--- config.mk ---
export PLATFORM = sky130hd
export DESIGN_NAME = rrf_allocator_flat
export DESIGN_NICKNAME = d
export VERILOG_FILES = /design/src/rtl/rrf_allocator_if.sv /design/src/rtl/rrf_allocator.sv /design/src/flat_wrapper.sv
export SDC_FILE = /design/constraint.sdc
export NUM_CORES = 1
export LEC_CHECK = 0
export ABC_CLOCK_PERIOD_IN_PS = 4800
export CAP_MARGIN = 20
export CORE_MARGIN = 2
export CORE_UTILIZATION = 42
export DETAILED_ROUTE_END_ITERATION = 6
export PLACE_DENSITY = 0.88
export SETUP_SLACK_MARGIN = 0.4
export SLEW_MARGIN = 40
export SYNTH_ARGS = -nofsm -noshare
export SYNTH_HDL_FRONTEND = slang
export SYNTH_SLANG_ARGS = --single-unit
--- constraint.sdc ---
create_clock -name i_clk -period 4.8 [get_ports i_clk]
set_input_delay 0.48 -clock i_clk [delete_from_list [all_inputs] [get_ports i_clk]]
set_output_delay 0.48 -clock i_clk [all_outputs]
set_load 0.05 [all_outputs]
--- src/rtl/rrf_allocator_if.sv ---
// rtl/rrf_allocator_if.sv - dispatch/commit bus between the rename allocator and its neighbours
interface rrf_allocator_if #(
  parameter int RRF_SEL = 6
);
  // dispatch requests and commit feedback
  logic               req1;
  logic               req2;
  logic               stall_dp;
  logic [1:0]         comnum;
  logic [RRF_SEL-1:0] comptr;
  logic               prmiss;

  // grants and allocator state
  logic               dp1;
  logic               dp2;
  logic [RRF_SEL-1:0] dp1_addr;
  logic [RRF_SEL-1:0] dp2_addr;
  logic               allocatable;
  logic [RRF_SEL-1:0] dispatchptr;
  logic [RRF_SEL:0]   rrf_freenum;
  logic [31:0]        stall_cycles;
  logic [31:0]        alloc_total;

  // allocator side
  modport slave (
    input  req1, req2, stall_dp, comnum, comptr, prmiss,
    output dp1, dp2, dp1_addr, dp2_addr, allocatable, dispatchptr, rrf_freenum,
           stall_cycles, alloc_total
  );

  // dispatch / reorder-buffer side
  modport master (
    output req1, req2, stall_dp, comnum, comptr, prmiss,
    input  dp1, dp2, dp1_addr, dp2_addr, allocatable, dispatchptr, rrf_freenum,
           stall_cycles, alloc_total
  );
endinterface

--- src/rtl/rrf_allocator.sv ---
// rtl/rrf_allocator.sv - RRF/ROB entry allocator, two grants per cycle, mispredict rollback (stats: RRF_ALLOC_STATS_EN)
module rrf_allocator #(
  parameter int RRF_SEL = 6,
  parameter int RRF_NUM = 64
) (
  input  logic           i_clk,
  input  logic           i_reset,
  rrf_allocator_if.slave bus
);

  typedef enum logic {
    RUN     = 1'b0,
    RECOVER = 1'b1
  } state_t;

  localparam logic [RRF_SEL:0]   LP_NUM      = (RRF_SEL+1)'(RRF_NUM);
  localparam logic [RRF_SEL+1:0] LP_NUM_WIDE = (RRF_SEL+2)'(RRF_NUM);

  state_t             r_state;
  state_t             w_state_nxt;
  logic [RRF_SEL-1:0] r_dispatchptr;
  logic [RRF_SEL-1:0] w_dispatchptr_nxt;
  logic [RRF_SEL:0]   r_freenum;
  logic [RRF_SEL:0]   w_freenum_nxt;

  logic [1:0]         w_reqnum;
  logic [1:0]         w_allocnum;
  logic               w_req_legal;
  logic               w_allocatable;
  logic               w_dp1;
  logic               w_dp2;
  logic [RRF_SEL+1:0] w_free_run;
  logic [RRF_SEL+1:0] w_free_rec;

  assign w_reqnum    = {1'b0, bus.req1} + {1'b0, bus.req2};
  assign w_req_legal = bus.req1 | ~bus.req2;

  // All-or-nothing: a pair is granted only if both entries fit.
  assign w_allocatable = (r_state == RUN) &&
                         (r_freenum >= (RRF_SEL+1)'(w_reqnum)) &&
                         !bus.prmiss;

  assign w_dp1 = bus.req1 & w_allocatable & ~bus.stall_dp & w_req_legal & ~i_reset;
  assign w_dp2 = bus.req2 & w_allocatable & ~bus.stall_dp & w_req_legal & ~i_reset;
  assign w_allocnum = {1'b0, w_dp1} + {1'b0, w_dp2};

  // Two extra bits so underflow and overflow of the free count stay visible.
  assign w_free_run = (RRF_SEL+2)'(r_freenum) + (RRF_SEL+2)'(bus.comnum)
                    - (RRF_SEL+2)'(w_allocnum);
  assign w_free_rec = (RRF_SEL+2)'(r_freenum) + (RRF_SEL+2)'(bus.comnum);

  // Next-state, next pointer and next free count; a mispredict overrides everything.
  always_comb begin
    w_state_nxt       = r_state;
    w_dispatchptr_nxt = r_dispatchptr;
    w_freenum_nxt     = r_freenum;
    if (bus.prmiss) begin
      w_state_nxt       = RECOVER;
      w_dispatchptr_nxt = bus.comptr;
      w_freenum_nxt     = LP_NUM;
    end else begin
      case (r_state)
        RUN: begin
          w_dispatchptr_nxt = r_dispatchptr + (RRF_SEL)'(w_allocnum);
          w_freenum_nxt     = w_free_run[RRF_SEL:0];
        end
        RECOVER: begin
          w_state_nxt   = RUN;
          w_freenum_nxt = (w_free_rec > LP_NUM_WIDE) ? LP_NUM : w_free_rec[RRF_SEL:0];
        end
        default: begin
          w_state_nxt = RUN;
        end
      endcase
    end
  end

  // State, pointer and free-count registers; reset beats mispredict.
  always_ff @(posedge i_clk) begin
    if (i_reset) begin
      r_state       <= RUN;
      r_dispatchptr <= '0;
      r_freenum     <= LP_NUM;
    end else begin
      r_state       <= w_state_nxt;
      r_dispatchptr <= w_dispatchptr_nxt;
      r_freenum     <= w_freenum_nxt;
    end
  end

  assign bus.dp1         = w_dp1;
  assign bus.dp2         = w_dp2;
  assign bus.dp1_addr    = r_dispatchptr;
  assign bus.dp2_addr    = r_dispatchptr + (RRF_SEL)'(1);
  assign bus.allocatable = w_allocatable;
  assign bus.dispatchptr = r_dispatchptr;
  assign bus.rrf_freenum = r_freenum;

`ifdef RRF_ALLOC_STATS_EN
  logic [31:0] r_stall_cycles;
  logic [31:0] r_alloc_total;

  // Blocked-request and granted-entry counters; upstream stalls are not our blocking.
  always_ff @(posedge i_clk) begin
    if (i_reset) begin
      r_stall_cycles <= '0;
      r_alloc_total  <= '0;
    end else begin
      if ((r_state == RUN) && (w_reqnum != 2'd0) && !w_dp1 && !w_dp2 && !bus.stall_dp)
        r_stall_cycles <= r_stall_cycles + 32'd1;
      r_alloc_total <= r_alloc_total + 32'(w_allocnum);
    end
  end

  assign bus.stall_cycles = r_stall_cycles;
  assign bus.alloc_total  = r_alloc_total;
`else
  assign bus.stall_cycles = 32'd0;
  assign bus.alloc_total  = 32'd0;
`endif

  // req2 is only meaningful together with req1.
  a_req2_needs_req1: assert property (@(posedge i_clk) disable iff (i_reset)
    !(bus.req2 && !bus.req1));

  // Commit feedback must never push the free count outside 0..RRF_NUM.
  a_free_in_range: assert property (@(posedge i_clk) disable iff (i_reset)
    ((r_state == RUN) && !bus.prmiss) |-> (!w_free_run[RRF_SEL+1] && (w_free_run <= LP_NUM_WIDE)));

endmodule
--- src/flat_wrapper.sv ---
// flat-port wrapper written by rule: the top's interface ports become plain ports
module rrf_allocator_flat 
#(
  parameter int RRF_SEL = 6,
  parameter int RRF_NUM = 64
)
  (i_clk, i_reset, bus_req1, bus_req2, bus_stall_dp, bus_comnum, bus_comptr, bus_prmiss, bus_dp1, bus_dp2, bus_dp1_addr, bus_dp2_addr, bus_allocatable, bus_dispatchptr, bus_rrf_freenum, bus_stall_cycles, bus_alloc_total);
  rrf_allocator_if #(.RRF_SEL(RRF_SEL)) bus_i ();
  input  logic i_clk;
  input  logic i_reset;
  input wire logic [$bits(bus_i.req1)-1:0] bus_req1;
  input wire logic [$bits(bus_i.req2)-1:0] bus_req2;
  input wire logic [$bits(bus_i.stall_dp)-1:0] bus_stall_dp;
  input wire logic [$bits(bus_i.comnum)-1:0] bus_comnum;
  input wire logic [$bits(bus_i.comptr)-1:0] bus_comptr;
  input wire logic [$bits(bus_i.prmiss)-1:0] bus_prmiss;
  output wire logic [$bits(bus_i.dp1)-1:0] bus_dp1;
  output wire logic [$bits(bus_i.dp2)-1:0] bus_dp2;
  output wire logic [$bits(bus_i.dp1_addr)-1:0] bus_dp1_addr;
  output wire logic [$bits(bus_i.dp2_addr)-1:0] bus_dp2_addr;
  output wire logic [$bits(bus_i.allocatable)-1:0] bus_allocatable;
  output wire logic [$bits(bus_i.dispatchptr)-1:0] bus_dispatchptr;
  output wire logic [$bits(bus_i.rrf_freenum)-1:0] bus_rrf_freenum;
  output wire logic [$bits(bus_i.stall_cycles)-1:0] bus_stall_cycles;
  output wire logic [$bits(bus_i.alloc_total)-1:0] bus_alloc_total;
  assign bus_i.req1 = bus_req1;
  assign bus_i.req2 = bus_req2;
  assign bus_i.stall_dp = bus_stall_dp;
  assign bus_i.comnum = bus_comnum;
  assign bus_i.comptr = bus_comptr;
  assign bus_i.prmiss = bus_prmiss;
  assign bus_dp1 = bus_i.dp1;
  assign bus_dp2 = bus_i.dp2;
  assign bus_dp1_addr = bus_i.dp1_addr;
  assign bus_dp2_addr = bus_i.dp2_addr;
  assign bus_allocatable = bus_i.allocatable;
  assign bus_dispatchptr = bus_i.dispatchptr;
  assign bus_rrf_freenum = bus_i.rrf_freenum;
  assign bus_stall_cycles = bus_i.stall_cycles;
  assign bus_alloc_total = bus_i.alloc_total;
  rrf_allocator #(.RRF_SEL(RRF_SEL), .RRF_NUM(RRF_NUM)) u_core (.i_clk(i_clk), .i_reset(i_reset), .bus(bus_i));
endmodule
## Word-level counts from Yosys, hierarchy flattened

Cells that the tools add are included.

- Register bits after elaboration: 14
- Input port bits: 14
- Output and inout bits: 92

- Add/subtract/negate cells: 6
- $lt $le $gt $ge: 2
- Equality and inequality tests: 1
- Mux-type cells: 5
- Bitwise gates (word level): 13
- Reductions and logical operators: 4

Operators by type and width:

| operator | count |
|---|---|
| 7-bit one-hot mux with 2 select lines | 1 |
| 6-bit 2-to-1 mux | 2 |
| 7-bit by 2-bit adder with 8-bit output | 1 |
| 1-bit AND | 8 |
| 8-bit by 7-bit greater-than comparator with 1-bit output, second input constant | 1 |
| 7-bit by 2-bit greater-or-equal comparator with 1-bit output | 1 |
| 7-bit 2-to-1 mux | 1 |
| 7-bit by 2-bit subtractor with 7-bit output | 1 |
| 6-bit by 1-bit adder with 6-bit output, second input constant | 1 |
| 6-bit by 2-bit adder with 6-bit output | 1 |
| 1-bit by 1-bit adder with 2-bit output | 2 |
| 1-bit NOT | 4 |
| 1-bit logical AND | 2 |
| 2-bit inequality test, second input constant | 1 |
| 2-bit OR reduction | 1 |
| 1-bit zero test | 1 |
| 1-bit 2-to-1 mux | 1 |
| 1-bit OR | 1 |

## Depth between registers and ports, before layout

- Word-level depth: 12
- Mapped depth: 17

## Least setup slack after synthesis

OpenSTA, ideal clock, no wires.

- Kind: input -> register
- From: in bus_req1
- To: reg u_core.r_freenum[6], in the netlist u_core.bus.rrf_freenum[6]
- Data arrival time: 4.524 ns
- Slack: 0.156 ns
- Stages on the path: 16
- Path buffers: 0
- Cell sequence: inv_1 ha_1 inv_1 ha_1 nand2b_1 a2111oi_2 nor3_1 and3_1 ha_1 ha_1 inv_1 fa_1 or3_1 o31ai_2 xor2_1 o21ai_1

- Longest elaborated chain between the ends: 11
- Elaborated cells on any way between the ends: 16
- Those cells by class: add/sub: 3; order compare: 1; mux: 1; bitwise: 9; reduce/logical: 2

Ends and longest elaborated chain:

| what | RTL line | RTL |
|---|---|---|
| from (decl) | flat_wrapper.sv:11 | `input wire logic [$bits(bus_i.req1)-1:0] bus_req1;` |
| 1-bit by 1-bit adder with 2-bit output | rrf_allocator.sv:35 | `assign w_reqnum = {1'b0, bus.req1} + {1'b0, bus.req2};` |
| 7-bit by 2-bit greater-or-equal comparator with 1-bit output | rrf_allocator.sv:40 | `(r_freenum >= (RRF_SEL+1)'(w_reqnum)) &&` |
| 1-bit logical AND | rrf_allocator.sv:39 | `assign w_allocatable = (r_state == RUN) &&` |
| 1-bit logical AND | rrf_allocator.sv:40 |  |
| net bus_allocatable | flat_wrapper.sv:21 | `output wire logic [$bits(bus_i.allocatable)-1:0] bus_allocatable;` |
| 1-bit AND (4 in a row) | rrf_allocator.sv:43 | `assign w_dp1 = bus.req1 & w_allocatable & ~bus.stall_dp & w_req_legal & ~i_reset;` |
| net bus_dp1 | flat_wrapper.sv:17 | `output wire logic [$bits(bus_i.dp1)-1:0] bus_dp1;` |
| 1-bit by 1-bit adder with 2-bit output | rrf_allocator.sv:45 | `assign w_allocnum = {1'b0, w_dp1} + {1'b0, w_dp2};` |
| 7-bit by 2-bit subtractor with 7-bit output | rrf_allocator.sv:49 | `- (RRF_SEL+2)'(w_allocnum);` |
| 7-bit one-hot mux with 2 select lines | rrf_allocator.sv:62 | `case (r_state)` |
| to (signal assigned) | rrf_allocator.sv:87 | `r_freenum <= w_freenum_nxt;` |
| to (decl) | rrf_allocator.sv:23 | `logic [RRF_SEL:0] r_freenum;` |

The timed path passes the listed nets, and every way through them passes these cells.
A chain may end at the register's enable or synchronous reset.

## Worst setup path in the final report

- From: in bus_req1
- To: reg u_core.r_freenum[6], in the netlist u_core.bus.rrf_freenum[6]

- Longest elaborated chain between the ends: 11
- Elaborated cells on any way between the ends: 16
- Those cells by class: add/sub: 3; order compare: 1; mux: 1; bitwise: 9; reduce/logical: 2

Ends and longest elaborated chain:

| what | RTL line |
|---|---|
| 1-bit by 1-bit adder with 2-bit output | rrf_allocator.sv:35 |
| 7-bit by 2-bit greater-or-equal comparator with 1-bit output | rrf_allocator.sv:40 |
| 1-bit logical AND | rrf_allocator.sv:39 |
| 1-bit logical AND | rrf_allocator.sv:40 |
| 1-bit AND (on tied branches) (4 in a row) | rrf_allocator.sv:43, rrf_allocator.sv:44 |
| 1-bit by 1-bit adder with 2-bit output * | rrf_allocator.sv:45 |
| 7-bit by 2-bit subtractor with 7-bit output * | rrf_allocator.sv:49 |
| 7-bit one-hot mux with 2 select lines * | rrf_allocator.sv:62 |

Mark *: on every way between the ends. The rest lies on a longest branch, timed or not.

==> metrics.md <==
| Metric | Value |
|---|---|
| Per-cell via count in the routed design | `approximately 4.5` |
| Category of the critical setup timing path | `in2reg` |
| Initial antenna violation count | `0` |
| Leading cell type by number of instances after synthesis | `sky130_fd_sc_hd__buf_4` |
| Most instantiated cells after synthesis | `sky130_fd_sc_hd__buf_4 (72), sky130_fd_sc_hd__nor2_1 (19), sky130_fd_sc_hd__dfxtp_1 (14), sky130_fd_sc_hd__ha_1 (12), sky130_fd_sc_hd__inv_1 (12)` |
| Port buffer count | `41` |
| Setup repair after global routing missed its margin | `false` |
| Post-synthesis cell type count | `38` |
| # nets final | `around 290` |
| Crit path to | `u_core.bus.rrf_freenum[6]` |
| Total Neg Setup Slack | `0 ns` |
| Number of synthesis warnings | `0` |
| Number of vias after detailed routing | `roughly 1,400` |
| Routed wire length per instance | `about 11 um` |
| Routed length on met1 | `between 1000 and 1500 um` |
| Fin crit share | `0.839` |
| Max rail drop VDD | `just under 0.09 mV` |
| Hold Buf Count CTS | `0` |
| Number of max-slew violations in the final report | `0` |
| Final count of hold timing violations | `0` |
| Worst reg2reg path startpoint | `u_core.bus.rrf_freenum[2]` |
| Ys flop type | `sky130_fd_sc_hd__dfxtp_1` |
| RePlAce Congestion | `around 0.88` |
| Deepest clock path buffer count | `2` |
| Insertion delay to the later sink of the worst-skew pair | `about 0.25 ns` |
| Slew at the pin with the worst max-slew slack | `between 0.8 and 0.9 ns` |
| Worst setup slack before clock tree synthesis | `0.501 ns` |
| Cell taking the most area after synthesis | `sky130_fd_sc_hd__buf_4` |
| Critical Path Source Type | `input pin` |
| Flop and latch count out of synthesis | `14` |
| TritonCTS clock tree | `yes` |
| Placed instance count | `between 300 and 400` |
| Placement Rows | `23` |
| Netlist area before placement | `between 1500 and 2000 sq um` |
| Global-route wire length before repair | `~5400 um` |
| Maximum number of pins on one net before global-route repair | `24` |
| Number of global-route vias before repair | `roughly 1,100` |
| Area delta synth->final | `9.71%` |
| Data required time at the worst endpoint | `around 4.9 ns` |
| Number of design rule violations left after detail routing | `0` |
| Sinks on the clock net | `14` |
| Total inserted antenna cells | `0` |
| Delay of the slowest cell on the worst path | `between 0.5 and 0.6 ns` |
| Final critical-path required period | `between 4 and 5 ns` |
| Setup violators final | `0` |
| Fraction of layout instances using a drive strength above 1 | `0.0430` |
| Share of synthesized area occupied by flip-flops and latches | `0.155` |
| Synth top area cells | `sky130_fd_sc_hd__buf_4 (30%), sky130_fd_sc_hd__dfxtp_1 (16%), sky130_fd_sc_hd__ha_1 (8.3%)` |
| Share of the synthesized area in the top cell type | `0.300` |
| Critical path peak fanout | `5` |
| Number of DRC markers after the initial detailed-route iteration | `56` |
| Pwr dens | `between 200 and 300 nW/um^2` |
| Mean instance size in the synthesized netlist | `a little under 8 sq um` |
| Postcts setup bufs | `0` |
| Maximum achievable frequency | `around 0.25 GHz` |
| Worst reg-to-reg setup slack | `about 1.3 ns` |
| Logic depth of the worst register-to-register path | `12` |
| Resized cells post-CTS | `0` |
| Die height | `around 70 um` |
| Source of the critical timing path | `bus_req1` |
| Final Core Density | `0.488` |
| Leakage power | `0.900 nW` |
| Area occupied by registers | `280 sq um` |
| Fill cell total of the finished layout | `approximately 420` |
| CP dominant cell by count | `sky130_fd_sc_hd__ha_1` |
| Setup clock skew after layout | `0.00312 ns` |
| Remaining Overflow, GRT | `0` |
| Gate count of the mapped netlist | `roughly 230` |
| Multi-input logic area | `approximately 1100 sq um` |
| Cell Chain, Critical Path | `clkdlybuf4s50_1, inv_1, ha_1, inv_1, ha_1, nand2b_1, a2111oi_2, nor3_2, and3_1, ha_1, ha_1, inv_1, fa_1, or3_1, o31ai_2, xor2_1, o21ai_1` |
| Full die area | `between 4000 and 5000 sq um` |
| Total length of routed met2 wires | `between 1500 and 2000 um` |
| Worst Setup Slack, final | `between 0.7 and 0.8 ns` |
| TritonCTS Buffers | `3` |
| Worst-path clk slew | `about 0.06 ns` |
| Class of the worst hold path | `reg2reg` |
| Chip Width | `69.5 um` |
| Master of the slowest instance on the critical path | `sky130_fd_sc_hd__clkdlybuf4s50_1` |
| Total core area | `4060 sq um` |
| Capturing element type of the critical path | `register` |
| Fraction of registers with async set/reset | `0` |
| Endpoint of the most critical register-to-register path | `u_core.bus.rrf_freenum[6]` |
| Max-Cap Viols | `0` |
| Number of standard cells in the final layout excluding fillers | `between 300 and 400` |
| Arrival @ worst endpoint | `roughly 4.1 ns` |
| Final HPWL from detailed placement | `2740 um` |
| Met3 wire length | `284 um` |
| Highest routed metal layer | `met3` |
| Buffer type at the clock tree root | `sky130_fd_sc_hd__clkbuf_8` |
| Initial standard-cell utilization of the core | `0.445` |
| Pre-antenna DRT Iters | `4` |
| Antenna-violating nets left | `0` |
| Aggregate global-route resource usage | `0.134` |
| Slew margin rel. | `0.451` |
| Ports placed on the boundary | `106` |
| Total routed wirelength | `around 3500 um` |
| Count of flip-flops with a built-in enable after synthesis | `0` |
| Run status | `complete, no violations` |
| Number of levels in the clock H-tree | `1` |
## worst min path at each step
stage	startpoint	end	slack (ns)	depth (start not counted)
after floorplan	bus_comptr[0]	u_core.bus.dispatchptr[0]	0.62	2
after global placement	u_core.bus.dispatchptr[5]	u_core.bus.dispatchptr[5]	0.66	3
after detailed placement	u_core.bus.dispatchptr[5]	u_core.bus.dispatchptr[5]	0.68	3
after CTS	u_core.bus.dispatchptr[3]	u_core.bus.dispatchptr[3]	0.70	2
after global routing	u_core.bus.dispatchptr[3]	u_core.bus.dispatchptr[3]	0.75	2
final	u_core.bus.dispatchptr[3]	u_core.bus.dispatchptr[3]	0.69	2
## area by class of cell
cell class,count,share of cell area
Inverter,12,0.0228
Timing Repair Buffer,41,0.207
Sequential cell,14,0.142
Clock buffer,4,0.0278
Tap cell,50,0.0316
Multi-Input combinational cell,185,0.569
## cell families (layout without fill, tap and decap cells)
kind of cell | after synthesis | count (layout) | synth area share
AO/OA/AOI/OAI | 30 | 30 | 0.115
XOR/XNOR | 15 | 15 | 0.0728
adder cells (fa/ha/maj) | 15 | 15 | 0.117
buffers and inverters | 92 | 57 | 0.354
flip-flops | 14 | 14 | 0.155
multiplexers | 6 | 6 | 0.0333
other | 1 | 64 | 0.00208
AND/OR/NAND/NOR | 55 | 55 | 0.150
## flip-flops by register name, indices dropped and copies added (netlist names)
register	flops
u_core.bus.dispatchptr	6
u_core.bus.rrf_freenum	7
u_core.r_state	1
## report_power, final
part | switching, W | internal, W
sequential | 0.0000135 | 0.000122
clock | 0.0000455 | 0.0000727
combinational | 0.000196 | 0.0000572
total | 0.000255 | 0.000252
## cells in the final DEF (no fill, tap or decap), types with 4 or more instances in the layout
master | Yosys | routed
sky130_fd_sc_hd__nand2_1 | 6 | 6
sky130_fd_sc_hd__conb_1 | 1 | 64
sky130_fd_sc_hd__clkdlybuf4s50_1 | 0 | 41
sky130_fd_sc_hd__a31oi_1 | 4 | 4
sky130_fd_sc_hd__ha_1 | 12 | 12
sky130_fd_sc_hd__nor3_1 | 8 | 7
sky130_fd_sc_hd__dfxtp_1 | 14 | 14
sky130_fd_sc_hd__xnor2_1 | 6 | 6
sky130_fd_sc_hd__clkbuf_8 | 0 | 4
sky130_fd_sc_hd__nor2_1 | 19 | 19
sky130_fd_sc_hd__a21oi_1 | 9 | 9
sky130_fd_sc_hd__inv_1 | 12 | 12
sky130_fd_sc_hd__xor2_1 | 9 | 9
sky130_fd_sc_hd__mux2i_1 | 6 | 6
sky130_fd_sc_hd__nand3_1 | 8 | 8
## critical path: cells and delay by family
| kind | cells | cell delay [ns] |
|---|---|---|
| simple gates | 4 | 0.86 |
| compound gates | 3 | 0.52 |
| buf+inv | 4 | 0.69 |
| xor+xnor | 1 | 0.18 |
| fa+ha+maj | 5 | 1.42 |
## stage by stage
step / power [W] / cell area [sq um] / hold WS (ns)
after global routing: 0.000530 / 1980 / 0.749
after floorplan: 0.000389 / 2050 / 0.623
after global placement: 0.000386 / 1920 / 0.662
after detailed placement: 0.000389 / 1920 / 0.685
after CTS: 0.000510 / 1980 / 0.702
final: 0.000507 / 1980 / 0.694
## per-layer routing
metal	up-vias	GRT usage
li1	685	-
met1	623	0.165
met2	60	0.235
met3	0	0.0334
met4	0	0.0305
met5	-	0
Note: power is estimated with default switching activity, not from simulation.
